[src/rtl/decode_pkg.sv]
// Shared widths and types for the decode operand stage.
package decode_pkg;
   localparam int XLEN      = 32;
   localparam int REG_COUNT = 32;
   localparam int IDW       = $clog2(REG_COUNT);

   typedef logic [IDW-1:0]  reg_id_t;
   typedef logic [XLEN-1:0] xdata_t;

   // One result producer that a source operand may be taken from.
   typedef struct packed {
      reg_id_t id;
      logic    ready;
      xdata_t  data;
   } fwd_source_t;
endpackage

[src/rtl/operand_forward_mux.sv]
// Priority operand select for one read port: first matching producer wins, else register file.
module operand_forward_mux
   import decode_pkg::*;
#(
   parameter int NSRC = 4
) (
   input  reg_id_t                src_id_i,
   input  logic                   src_need_i,
   input  fwd_source_t [NSRC-1:0] cand_i,
   input  xdata_t                 rf_data_i,
   output xdata_t                 operand_o,
   output logic                   hazard_o
);

   logic found;

   // Walk candidates youngest first; an unready match blocks older sources and the register file.
   always_comb begin
      operand_o = rf_data_i;
      hazard_o  = 1'b0;
      found     = 1'b0;
      if (src_id_i == '0) begin
         operand_o = '0;
      end else begin
         for (int i = 0; i < NSRC; i++) begin
            if (!found && cand_i[i].id == src_id_i) begin
               found = 1'b1;
               if (cand_i[i].ready) begin
                  operand_o = cand_i[i].data;
               end else begin
                  operand_o = '0;
                  hazard_o  = src_need_i;
               end
            end
         end
      end
   end

endmodule

[src/rtl/decode_operand_stage.sv]
// Decode-side operand stage: reads sources, forwards/stalls on RAW hazards, registers the result.
module decode_operand_stage
   import decode_pkg::*;
#(
   parameter int READ_PORTS  = 2,
   parameter int FWD_STAGES  = 3,
   parameter int STALL_LIMIT = 15,
   localparam int SCW        = $clog2(STALL_LIMIT+1)
) (
   input  logic                       clock,
   input  logic                       reset,
   input  logic                       flush,
   input  logic                       in_valid,
   output logic                       in_ready,
   input  logic [XLEN-1:0]            in_pc,
   input  logic [READ_PORTS*IDW-1:0]  in_src_id,
   input  logic [READ_PORTS-1:0]      in_src_need,
   input  logic [IDW-1:0]             in_wr_id,
   input  logic                       in_wr_ready,
   input  logic [XLEN-1:0]            in_wr_data,
   output logic [READ_PORTS*IDW-1:0]  rf_read_id,
   input  logic [READ_PORTS*XLEN-1:0] rf_read_data,
   input  logic [FWD_STAGES*IDW-1:0]  fwd_id,
   input  logic [FWD_STAGES-1:0]      fwd_ready,
   input  logic [FWD_STAGES*XLEN-1:0] fwd_data,
   output logic                       out_valid,
   input  logic                       out_ready,
   output logic [XLEN-1:0]            out_pc,
   output logic [READ_PORTS*XLEN-1:0] out_operand,
   output logic [IDW-1:0]             out_wr_id,
   output logic                       out_wr_ready,
   output logic [XLEN-1:0]            out_wr_data,
   output logic                       stall,
   output logic [SCW-1:0]             stall_count,
   output logic                       watchdog
);

   localparam logic [SCW-1:0] LIMIT = SCW'(STALL_LIMIT);

   logic                         valid_q;
   logic [XLEN-1:0]              pc_q;
   logic [READ_PORTS*XLEN-1:0]   operand_q;
   logic [READ_PORTS*XLEN-1:0]   operand_d;
   logic [IDW-1:0]               wr_id_q;
   logic                         wr_ready_q;
   logic [XLEN-1:0]              wr_data_q;
   logic [SCW-1:0]               count_q, count_d;
   logic                         watchdog_q;

   fwd_source_t [FWD_STAGES:0]   cand;
   logic [READ_PORTS-1:0]        port_hazard;
   logic                         hazard, fire;

   assign rf_read_id = in_src_id;

   // Candidate list: own output register first (youngest), then downstream stages in order.
   always_comb begin
      cand[0].id    = valid_q ? wr_id_q : '0;
      cand[0].ready = wr_ready_q;
      cand[0].data  = wr_data_q;
      for (int s = 0; s < FWD_STAGES; s++) begin
         cand[s+1].id    = fwd_id[s*IDW +: IDW];
         cand[s+1].ready = fwd_ready[s];
         cand[s+1].data  = fwd_data[s*XLEN +: XLEN];
      end
   end

   for (genvar p = 0; p < READ_PORTS; p++) begin : g_port
      operand_forward_mux #(.NSRC(FWD_STAGES+1)) u_mux (
         .src_id_i   (in_src_id[p*IDW +: IDW]),
         .src_need_i (in_src_need[p]),
         .cand_i     (cand),
         .rf_data_i  (rf_read_data[p*XLEN +: XLEN]),
         .operand_o  (operand_d[p*XLEN +: XLEN]),
         .hazard_o   (port_hazard[p])
      );
   end

   assign hazard   = |port_hazard;
   assign stall    = in_valid && hazard;
   assign in_ready = !flush && !hazard && (!valid_q || out_ready);
   assign fire     = in_valid && in_ready;

   // Output register: flush beats load, load beats drain, otherwise hold.
   always_ff @(posedge clock) begin
      if (reset) begin
         valid_q    <= 1'b0;
         pc_q       <= '0;
         operand_q  <= '0;
         wr_id_q    <= '0;
         wr_ready_q <= 1'b0;
         wr_data_q  <= '0;
      end else if (flush) begin
         valid_q <= 1'b0;
      end else if (fire) begin
         valid_q    <= 1'b1;
         pc_q       <= in_pc;
         operand_q  <= operand_d;
         wr_id_q    <= in_wr_id;
         wr_ready_q <= in_wr_ready;
         wr_data_q  <= in_wr_data;
      end else if (out_ready) begin
         valid_q <= 1'b0;
      end
   end

   // Consecutive stall cycles, saturating so the watchdog stays asserted.
   always_comb begin
      count_d = '0;
      if (!flush && !fire && stall)
         count_d = (count_q == LIMIT) ? count_q : count_q + 1'b1;
   end

   // Counter and watchdog registers.
   always_ff @(posedge clock) begin
      if (reset) begin
         count_q    <= '0;
         watchdog_q <= 1'b0;
      end else begin
         count_q    <= count_d;
         watchdog_q <= (count_d == LIMIT);
      end
   end

   assign out_valid    = valid_q;
   assign out_pc       = pc_q;
   assign out_operand  = operand_q;
   assign out_wr_id    = wr_id_q;
   assign out_wr_ready = wr_ready_q;
   assign out_wr_data  = wr_data_q;
   assign stall_count  = count_q;
   assign watchdog     = watchdog_q;

endmodule

[config.mk]
export PLATFORM = sky130hd
export DESIGN_NAME = decode_operand_stage
export DESIGN_NICKNAME = d
export VERILOG_FILES = /design/src/rtl/decode_pkg.sv /design/src/rtl/operand_forward_mux.sv /design/src/rtl/decode_operand_stage.sv
export SDC_FILE = /design/constraint.sdc
export NUM_CORES = 1
export LEC_CHECK = 0
export ABC_AREA = 1
export BUFFER_PORTS_ARGS = -buffer_cell sky130_fd_sc_hd__buf_2
export CAP_MARGIN = 5
export CORE_AREA = 2 2 163 165
export DETAILED_ROUTE_END_ITERATION = 10
export DIE_AREA = 0 0 165 167
export GPL_TIMING_DRIVEN = 0
export HOLD_SLACK_MARGIN = 0.05
export PLACE_DENSITY = 0.79
export SETUP_SLACK_MARGIN = 0.02
export SLEW_MARGIN = 20
export SYNTH_ARGS = -nofsm -noshare
export SYNTH_HDL_FRONTEND = slang
export SYNTH_SLANG_ARGS = --single-unit
[constraint.sdc]
create_clock -name clock -period 3 [get_ports clock]
set_clock_uncertainty 0.1 [all_clocks]
set_input_delay 0.45 -clock clock [delete_from_list [all_inputs] [get_ports clock]]
set_output_delay 0.45 -clock clock [all_outputs]
set_load 0.01 [all_outputs]
# == Yosys cells after proc, flatten, opt, wreduce, memory -nomap -nowiden ==
# Index checks and enable logic that the tools add are counted.
# op_classes
muxes,49
n_bitwise,1
eq_ne,10
reduce_logical,29
addsub,1
# ops
operator,n
32-bit 2-to-1 mux,14
5-bit equality test,8
1-bit 2-to-1 mux,32
1-bit logical AND,12
1-bit zero test,10
5-bit zero test,2
4-bit equality test (second input constant),2
4-bit 2-to-1 mux,2
5-bit 2-to-1 mux,1
4-bit by 1-bit adder with 4-bit output (second input constant),1
2-bit OR reduction,2
2-bit AND reduction,1
2-bit nonzero test,1
1-bit logical OR,1
1-bit inverter,1
# totals
regBits,140
input_bits,265
word_cells,98
output_inout_bits,152

# == Logic depth before layout (Yosys ltp) ==
# Gate-level depths: netlist of the first run.
# depth
word_depth,26
depth_mapped,18
depth_no_buf,15

# == Hierarchy ==
# A second synthesis of the first run with hierarchy kept.
# unflattened
hier_cells,2237
area_unflattened_um2,11741.3
# modules_own_cells
mod,instances,seq_area_each_um2,cells_each,area_per_inst_um2
decode_operand_stage,1,2802.7,947,6085.8
operand_forward_mux,2,0.0,645,2827.7

# == Worst setup path after synthesis of the first run ==
# Ideal clock, no wire load.
# synth_timing
path_kind,input-to-output
start,in in_src_id[0]
end,out in_ready
stages,14
t_arrival_ns,1.768
slack_ns,0.682
path_buffers,1
required_time_ns,2.450
cell_sequence,buf_2 > inv_1 > nand2_1 > nand2_1 > nor2_1 > nand3_2 > nand2_1 > nor2_4 > nand3_1 > nand2_1 > inv_1 > nand2_1 > nand2_1 > nor3_1
# synth_between
elab_chain_len,19
word_cells_on_any_way,29
cone_classes,4 x eq/ne; 14 x mux; 11 x reduce/logical
# synth_lines
item,line_no,source
start: declaration,decode_operand_stage.sv:16,"input logic [READ_PORTS*IDW-1:0] in_src_id,"
5-bit equality test,operand_forward_mux.sv:26,if (!found && cand_i[i].id == src_id_i) begin
1-bit 2-to-1 mux,operand_forward_mux.sv:26,
1-bit 2-to-1 mux,operand_forward_mux.sv:22,if (src_id_i == '0) begin
1-bit zero test,operand_forward_mux.sv:26,
1-bit logical AND,operand_forward_mux.sv:26,
1-bit 2-to-1 mux,operand_forward_mux.sv:26,
1-bit 2-to-1 mux,operand_forward_mux.sv:22,
1-bit zero test,operand_forward_mux.sv:26,
[... 2 more ...],-,
1-bit 2-to-1 mux,operand_forward_mux.sv:22,
1-bit zero test,operand_forward_mux.sv:26,
1-bit logical AND,operand_forward_mux.sv:26,
1-bit 2-to-1 mux,operand_forward_mux.sv:26,
1-bit 2-to-1 mux *,operand_forward_mux.sv:22,
2-bit OR reduction *,decode_operand_stage.sv:79,assign hazard = |port_hazard;
1-bit zero test *,decode_operand_stage.sv:81,assign in_ready = !flush && !hazard && (!valid_q || out_ready);
1-bit logical AND * (2 in a row),decode_operand_stage.sv:81,
end: declaration,decode_operand_stage.sv:14,"output logic in_ready,"
# Mark *: on every way between the ends. The rest lies on a longest branch, timed or not. The select of a mux whose other input is x is not followed.

# == Final worst setup path of the first run ==
# layout_timing
start,reg valid_q (netlist: out_valid)
end,reg operand_q[5] (netlist: out_operand[5])
# layout_between
elab_chain_len,22
word_cells_on_any_way,56
cone_classes,2 x eq/ne; 34 x mux; 20 x reduce/logical
# layout_lines
item,line_no,source
start: declaration,decode_operand_stage.sv:40,logic valid_q;
start signal: assignment,decode_operand_stage.sv:87,valid_q <= 1'b0;
start signal: assignment,decode_operand_stage.sv:94,valid_q <= 1'b0;
start signal: assignment,decode_operand_stage.sv:96,valid_q <= 1'b1;
5-bit 2-to-1 mux,decode_operand_stage.sv:58,cand[0].id = valid_q ? wr_id_q : '0;
5-bit equality test,operand_forward_mux.sv:26,
1-bit 2-to-1 mux,operand_forward_mux.sv:26,
1-bit 2-to-1 mux,operand_forward_mux.sv:22,
1-bit zero test,operand_forward_mux.sv:26,
1-bit logical AND,operand_forward_mux.sv:26,
1-bit 2-to-1 mux,operand_forward_mux.sv:26,
1-bit 2-to-1 mux,operand_forward_mux.sv:22,
[... 5 more ...],-,
1-bit logical AND,operand_forward_mux.sv:26,
1-bit 2-to-1 mux,operand_forward_mux.sv:26,
1-bit 2-to-1 mux,operand_forward_mux.sv:22,
2-bit OR reduction,decode_operand_stage.sv:79,
1-bit zero test,decode_operand_stage.sv:81,
1-bit logical AND (2 in a row),decode_operand_stage.sv:81,
1-bit logical AND,decode_operand_stage.sv:82,assign fire = in_valid && in_ready;
2-bit AND reduction (no line),-,
end signal: assignment,decode_operand_stage.sv:98,operand_q <= operand_d;
end: declaration,decode_operand_stage.sv:42,logic [READ_PORTS*XLEN-1:0] operand_q;
# Several ways; a longest one is shown, not always the timed one. The select of a mux whose other input is x is not followed.
# A chain may end at the register's enable or synchronous reset.

==> flow_metrics.py, run 1 <==
metrics = {
    "run_status": {
        "status": "complete, no violations",
    },
    "route": {
        "wire_per_inst_um": 19.32,
        "num_vias": 13655,
        "drt-total-wl_um": 51500,
        "avgViaCountPerCell": 5.122,
        "drcViolationCount": 0,
        "first_pass_iters": 7,
        "drtAntennaViolNets": 0,
        "drtIter0Drc": 1522,
    },
    "grt": {
        "grt_usage": 0.3600,
        "antenna_found_initial": 18,
        "grt_max_degree": 17,
        "grt_overflow": 0,
        "grt_pass1_vias": 12487,
        "grt_pass1_wl_um": 73810,
    },
    "logic_synthesis": {
        "synth-xor-area-share": 0.009509,
        "synth.largest_area_cell": "dfxtp_1",
        "postSynthCellCount": 1861,
        "synth.distinct_cells": 34,
        "synth_top_family_by_area": "simple AND/OR/NAND/NOR gates",
        "synth_area_leaders": "dfxtp_1, nand2_1, nor2_1",
        "ys_ff_latch": 140,
        "synthFlopType": "dfxtp_1",
        "synth-edff-count": 0,
        "synth.area.mux_share": 0.0009879,
        "synth_top_area_share": 0.2766,
        "syn_nets": 2127,
        "yosys.area_share.simple": 0.3833,
        "synth-compound-area-share": 0.1693,
        "synth_seq_area_share": 0.2766,
        "synth.cell_area_mm2": 0.01013,
        "yosysWarnings": 0,
        "syn_avg_cell_area_um2": 5.445,
        "synthArstFlopShare": 0,
        "synth_adder_area_share": 0.001235,
    },
    "timing": {
        "max_slew_margin": 0.4426,
        "fmax_ghz": 0.3461,
        "setup_viol": 0,
        "worst_pin_slew_ps": 836.2,
        "period_needed_ps": 2889,
        "final-max-slew-violation-count": 0,
        "timing.setup.tns_ps": 0,
        "hold_viol": 0,
        "rsz0062_at_grt": "true",
        "post-route-period-util": 0.9631,
    },
    "min_path": {
        "whs_path_depth": 3,
        "holdPathEnd": "out_pc[8]$_SDFFE_PP0P_",
        "hp-start": "in_pc[8]",
        "hold_path_class": "in -> reg",
    },
    "critical_path": {
        "worstReg2RegEnd": "out_operand[5]$_SDFFE_PP0P_",
        "cp_max_fo": 10,
        "criticalPathCategory": "reg -> reg",
        "slowest_delay_ps": 360,
        "r2r_cells": 18,
        "ff2ff_setup_slack_ps": 110,
        "slowest_stage": "dfxtp_2",
        "cp.required_ps": 3230,
        "cp-start-kind": "flop",
        "r2r_start": "out_valid$_SDFFE_PP0P_",
        "worst_setup_path_end_kind": "flop",
        "critPathArrivalTime_ps": 3120,
        "crit_chain": "buf_8 > buf_8 > nand3_1 > nand2_2 > inv_1 > nor2_1 > nand3_2 > nand3_1 > nand2_1 > inv_1 > nand3_2 > nand2_2 > buf_4 > nand4_4 > buf_4 > buf_2 > nor2_4 > nor2_1",
    },
    "die": {
        "coreArea_mm2": 0.02576,
        "num_io_pins": 417,
        "core.rowCount": 59,
        "die_height_um": 167,
        "dieWidth_um": 165,
        "die_area_mm2": 0.02756,
        "start_util": 0.3933,
    },
    "clocking": {
        "htreeDepth": 4,
        "cts_sinks": 140,
        "cts_buffers": 17,
        "path_clk_slew_ps": 80,
        "cts_buffer_depth": 2,
        "ctsHoldBuffers": 0,
        "root_buffer": "clkbuf_16",
        "cts_tree": "yes",
        "clkLatencyLatePin_ps": 440,
    },
    "placed_design": {
        "dp_hpwl_um": 41930,
        "io_buffers": 411,
        "gp_congestion": 1.019,
    },
    "power": {
        "irDropWorstVdd_uv": 364.9,
        "pwr-share-clk": 0.363,
        "p_per_area_mw_per_mm2": 438.9,
        "pwr-share-comb": 0.282,
        "p_leak_nw": 7.802,
        "total_power_mw": 5.904,
        "seq_power_share": 0.356,
        "p_switching_mw": 2.197,
        "intPower_mw": 3.707,
        "power.share.switching": 0.3722,
    },
    "finish": {
        "multi_input_area_mm2": 0.005826,
        "nFillCells": 2812,
        "layout-drive-gt1-share": 0.2416,
        "synthToLayoutAreaGrowth_pct": 32.75,
        "final_util": 0.5221,
        "regArea_mm2": 0.002805,
        "num-nets-final": 2567,
    },
    "flow_run": {
        "maxCapViolCount": 0,
    },
}
==> cell usage after synthesis, types with 3 or more instances <==
library cell,n
buf_6,10
inv_2,8
nor2_1,424
nand2_1,499
o21ai_1,16
dfxtp_1,140
xnor2_1,11
clkbuf_1,68
buf_2,29
nand4_1,8
nor3_1,4
a31oi_1,26
nand3_2,4
a21oi_1,43
inv_1,256
a22oi_1,3
o21bai_1,18
buf_1,3
o21ai_0,215
buf_4,11
nand3_1,47
==> power by group through the flow <==
stage | combinational [mW] | clock [mW] | sequential [mW]
global placement | 1.58 | 0 | 2.13
floorplan | 0.802 | 0 | 2.20
CTS | 1.60 | 2.15 | 2.10
detailed placement | 1.58 | 0 | 2.14
global route | 1.81 | 2.22 | 2.11
finish | 1.66 | 2.14 | 2.10
==> through the flow <==
stage	worst slack (ps)	cells	hold slack [ps]	cell area (um^2)
floorplan	682.3	1861	431.1	10130
detailed placement	-371.2	2607	398.1	12610
CTS	51.76	2644	126.4	13280
global placement	-377.2	2607	394.6	12610
finish	110.6	2666	128.3	13450
global route	17.30	2665	121.4	13450
==> critical path: cells and delay by family, from the launching register on <==
family	cells	cell delay, ps
simple gates	11	1290
buf+inv	7	1010
flops	1	360
==> worst max path at each step <==
stage / depth (start not counted) / slack [ps] / end / from
5_1_grt: 17 / 20 / out_operand[58]$_SDFFE_PP0P_ / out_valid$_SDFFE_PP0P_
6_report: 18 / 110 / out_operand[5]$_SDFFE_PP0P_ / out_valid$_SDFFE_PP0P_
3_3_place_gp: 16 / -380 / out_operand[5]$_SDFFE_PP0P_ / in_src_id[0]
4_1_cts: 15 / 50 / in_ready / out_valid$_SDFFE_PP0P_
3_5_place_dp: 16 / -370 / out_operand[5]$_SDFFE_PP0P_ / in_src_id[0]
2_1_floorplan: 14 / 680 / in_ready / in_src_id[0]
==> area by class of cell <==
type / instances / share of cell area
Antenna cell: 17 / 0.003163
Buffer: 123 / 0.04772
Clock buffer: 17 / 0.03163
Clock inverter: 15 / 0.01088
Inverter: 265 / 0.07395
Multi-Input combinational cell: 1333 / 0.4331
Sequential cell: 140 / 0.2086
Tap cell: 335 / 0.03116
Timing Repair Buffer: 421 / 0.1598
==> kinds of logic (layout without fill, tap and decap cells) <==
family                     Yosys count  after routing
muxes                                1              1
buffers and inverters              388            841
and+or+nand+nor                    996            996
other                                0             17
xor gates and xnor gates            11             11
DFF                                140            140
AOI/OAI and AO/OA                  324            324
adders and majority gates            1              1
==> flip-flops by register name, indices dropped and copies added (netlist names) <==
register and flops:
out_valid 1, stall_count 4, out_wr_id 5, out_wr_ready 1
out_pc 32, watchdog 1, out_wr_data 32, out_operand 64
==> timing repair <==
action	CTS	global route
buffers inserted	5	4
setup endpoints to repair	130	27
cloned	0	1
resized for setup	17	35
pin swaps	1	3
==> per-layer routing <==
| layer | GRT usage | wire [um] | up-vias |
|---|---|---|---|
| li1 | - | - | 6574 |
| met1 | 0.4516 | 20480 | 6086 |
| met2 | 0.5710 | 23010 | 868 |
| met3 | 0.09390 | 5648 | 125 |
| met4 | 0.1724 | 2350 | 2 |
| met5 | 0 | 11 | - |
==> layout by cell type (no fill, tap or decap), types with 16 or more instances in the layout <==
master | netlist | final
nand3_1 | 47 | 44
a21oi_1 | 43 | 43
a31oi_1 | 26 | 25
clkbuf_16 | 0 | 18
buf_2 | 29 | 439
o21ai_1 | 16 | 16
clkbuf_1 | 68 | 59
nor2_1 | 424 | 414
nand2_1 | 499 | 492
dfxtp_1 | 140 | 138
o21bai_1 | 18 | 18
o21ai_0 | 215 | 215
diode_2 | 0 | 17
inv_1 | 256 | 256
buf_4 | 11 | 20
(Power assumes the default switching activity.)
==> run 2: changes to the inputs <==
--- a/config.mk
+++ b/config.mk
@@ -8,9 +8,9 @@
 export ABC_AREA = 1
 export BUFFER_PORTS_ARGS = -buffer_cell sky130_fd_sc_hd__buf_2
 export CAP_MARGIN = 5
-export CORE_AREA = 2 2 163 165
+export CORE_AREA = 2 2 164 166
 export DETAILED_ROUTE_END_ITERATION = 10
-export DIE_AREA = 0 0 165 167
+export DIE_AREA = 0 0 166 168
 export GPL_TIMING_DRIVEN = 0
 export HOLD_SLACK_MARGIN = 0.05
 export PLACE_DENSITY = 0.79
==> run 2 against run 1 <==
  * Wire length shrank 0.90%
  * Largest power group unchanged
  * Fmax down 2.4%
  * Non-clock buffer count shrank 5
  * Worst hold slack about the same
  * Via count about the same
  * Sequential power about the same
==> flow_metrics.py, run 2 (same netlist as run 1, synthesis figures left out) <==
metrics = {
    "flow_run": {
        "maxCapViolCount": 0,
    },
    "finish": {
        "regArea_mm2": 0.002804,
        "nFillCells": 2873,
        "synthToLayoutAreaGrowth_pct": 32.38,
        "most-common-layout-cells": "nand2_1, buf_2, nor2_1",
        "multi_input_area_mm2": 0.005782,
        "num-nets-final": 2562,
        "layout_commonest_cell": "nand2_1",
        "layout-drive-gt1-share": 0.2369,
        "largest_register_ffs": 64,
    },
    "timing": {
        "rsz0062_at_grt": "true",
        "post-route-period-util": 0.9870,
        "holdWs_ps": 127.9,
        "fmax_ghz": 0.3377,
        "hold_viol": 0,
        "setup_viol": 0,
        "max_slew_margin": 0.5437,
        "setup_ws_ps": 39.12,
        "period_needed_ps": 2961,
        "worst_pin_slew_ps": 684.5,
        "final-max-slew-violation-count": 0,
    },
    "route": {
        "num_vias": 13664,
        "drtIter0Drc": 1506,
        "first_pass_iters": 6,
        "drt-total-wl_um": 51040,
        "wire_per_inst_um": 19.17,
        "drcViolationCount": 0,
        "avgViaCountPerCell": 5.131,
        "drtAntennaViolNets": 0,
    },
    "die": {
        "start_util": 0.3845,
        "die_area_mm2": 0.02789,
        "dieWidth_um": 166,
        "die_height_um": 168,
        "coreArea_mm2": 0.02635,
        "num_io_pins": 417,
        "core.rowCount": 60,
    },
    "grt": {
        "grt_overflow": 0,
        "busiest_layer": "met2",
        "grt_pass1_vias": 12401,
        "grt_usage": 0.3491,
        "met2_usage": 0.5645,
        "grt_max_degree": 17,
        "use_met1": 0.4483,
        "met3_usage": 0.07546,
        "antenna_found_initial": 15,
        "grt_pass1_wl_um": 74330,
    },
    "critical_path": {
        "ff2ff_setup_slack_ps": 80,
        "cp-start-kind": "flop",
        "worstReg2RegEnd": "out_operand[6]$_SDFFE_PP0P_",
        "crit_top_cell": "nand2_1",
        "critPathArrivalTime_ps": 2410,
        "crit_path_end": "in_ready",
        "slowest_delay_ps": 550,
        "cp.required_ps": 2450,
        "r2r_cells": 15,
        "startpoint": "out_wr_id[4]$_SDFFE_PP0P_",
        "cp_max_fo": 5,
        "worst-path-stages": 13,
        "r2r_start": "out_valid$_SDFFE_PP0P_",
        "cp.buffers_inverters": 1,
        "crit_chain": "nand2_1 > nand2_1 > nand2_1 > nor2_1 > nand3_2 > nand2_4 > nor2_4 > nand2_1 > nand3_1 > nand2_2 > nand2_2 > nor3_2 > buf_2",
        "cp_top_family": "simple AND/OR/NAND/NOR gates",
        "slowest_stage": "dfxtp_1",
        "worst_setup_path_end_kind": "output port",
        "criticalPathCategory": "reg -> out",
    },
    "placed_design": {
        "dp_hpwl_um": 41750,
        "pre_cts_slack_ps": -380.3,
        "gp_congestion": 0.9887,
        "io_buffers": 411,
    },
    "power": {
        "pwr-share-comb": 0.268,
        "power.share.switching": 0.3581,
        "p_leak_nw": 7.798,
        "p_switching_mw": 2.205,
        "seq_power_share": 0.341,
        "irDropWorstVdd_uv": 322.8,
        "p_per_area_mw_per_mm2": 459.0,
        "pwr-share-clk": 0.391,
        "intPower_mw": 3.952,
    },
    "clocking": {
        "path_clk_slew_ps": 80,
        "root_buffer": "clkbuf_16",
        "cts_tree": "yes",
        "cts_sinks": 140,
        "clkLatencyLatePin_ps": 440,
        "cts_buffer_depth": 2,
        "cts_buffers": 17,
        "htreeDepth": 4,
        "ctsHoldBuffers": 0,
    },
    "min_path": {
        "hold_path_class": "in -> reg",
    },
    "run_status": {
        "status": "complete, no violations",
    },
}
run 2: cell count changes in the layout (fill, tap and decap cells not counted), moves of 3 or more:
cell,change
buf_4,-4
diode_2,-4
nor2_1,+4
bufinv_16,+3
nor2_4,-3
run 2: metrics by stage:
| step | setup TNS (ps) | cell area [um^2] | util | power [mW] | instances |
|---|---|---|---|---|---|
| final | 0 | 13410 | 0.5090 | 6.157 | 2663 |
| after global routing | -76.09 | 13410 | 0.5090 | 6.401 | 2663 |
| after CTS | 0 | 13320 | 0.5054 | 6.114 | 2648 |
| after detailed placement | -17940 | 12620 | 0.4788 | 3.724 | 2613 |
| after global placement | -14510 | 12620 | 0.4788 | 3.707 | 2613 |
| after floorplan | 0 | 10130 | - | 2.997 | 1861 |
run 2: routing by layer:
layer / wire [um] / part of all wire
met5: 13 / 0.00025
met4: 2085 / 0.041
met3: 5218 / 0.10
met2: 23000 / 0.45
met1: 20720 / 0.41
run 2: how the worst min path moves through the flow:
stage / start / to / slack, ps / cells after the start
3_5_place_dp: out_operand[4]$_SDFFE_PP0P_ / out_operand[4]$_SDFFE_PP0P_ / 400 / 4
4_1_cts: in_wr_data[23] / out_wr_data[23]$_SDFFE_PP0P_ / 120 / 3
5_1_grt: in_wr_data[23] / out_wr_data[23]$_SDFFE_PP0P_ / 130 / 3
6_report: in_wr_data[23] / out_wr_data[23]$_SDFFE_PP0P_ / 130 / 3
3_3_place_gp: out_pc[22]$_SDFFE_PP0P_ / out_pc[22]$_SDFFE_PP0P_ / 400 / 4
2_1_floorplan: out_operand[0]$_SDFFE_PP0P_ / out_operand[0]$_SDFFE_PP0P_ / 430 / 4
run 2: area by class of cell:
class | count | share of cell area
clock inverters | 15 | 0.01604
well taps | 341 | 0.03181
multi-input cells | 1333 | 0.4311
plain buffers | 123 | 0.04757
inverters | 265 | 0.07416
repair buffers | 416 | 0.1562
clock buffers | 17 | 0.03172
flip-flops and latches | 140 | 0.2090
diodes | 13 | 0.002425
run 2: worst register-to-register path, delay by kind of cell, from the launching register on:
| kind | cells | cell delay (ps) |
|---|---|---|
| AOI/OAI and AO/OA | 1 | 240 |
| DFF | 1 | 340 |
| and+or+nand+nor | 10 | 1350 |
| buffers and inverters | 4 | 770 |
run 2: power groups by stage:
stage	Sequential, mW	Clock [mW]	Combinational, mW
floorplan	2.20	0	0.802
global placement	2.13	0	1.58
detailed placement	2.14	0	1.59
CTS	2.10	2.42	1.60
global route	2.11	2.49	1.80
finish	2.10	2.41	1.65
run 2: timing repair:
item,CTS,global route
cloned,0,0
gates resized for setup,10,32
setup buffers,3,2
setup endpoints to repair,123,50
pin swaps,1,5
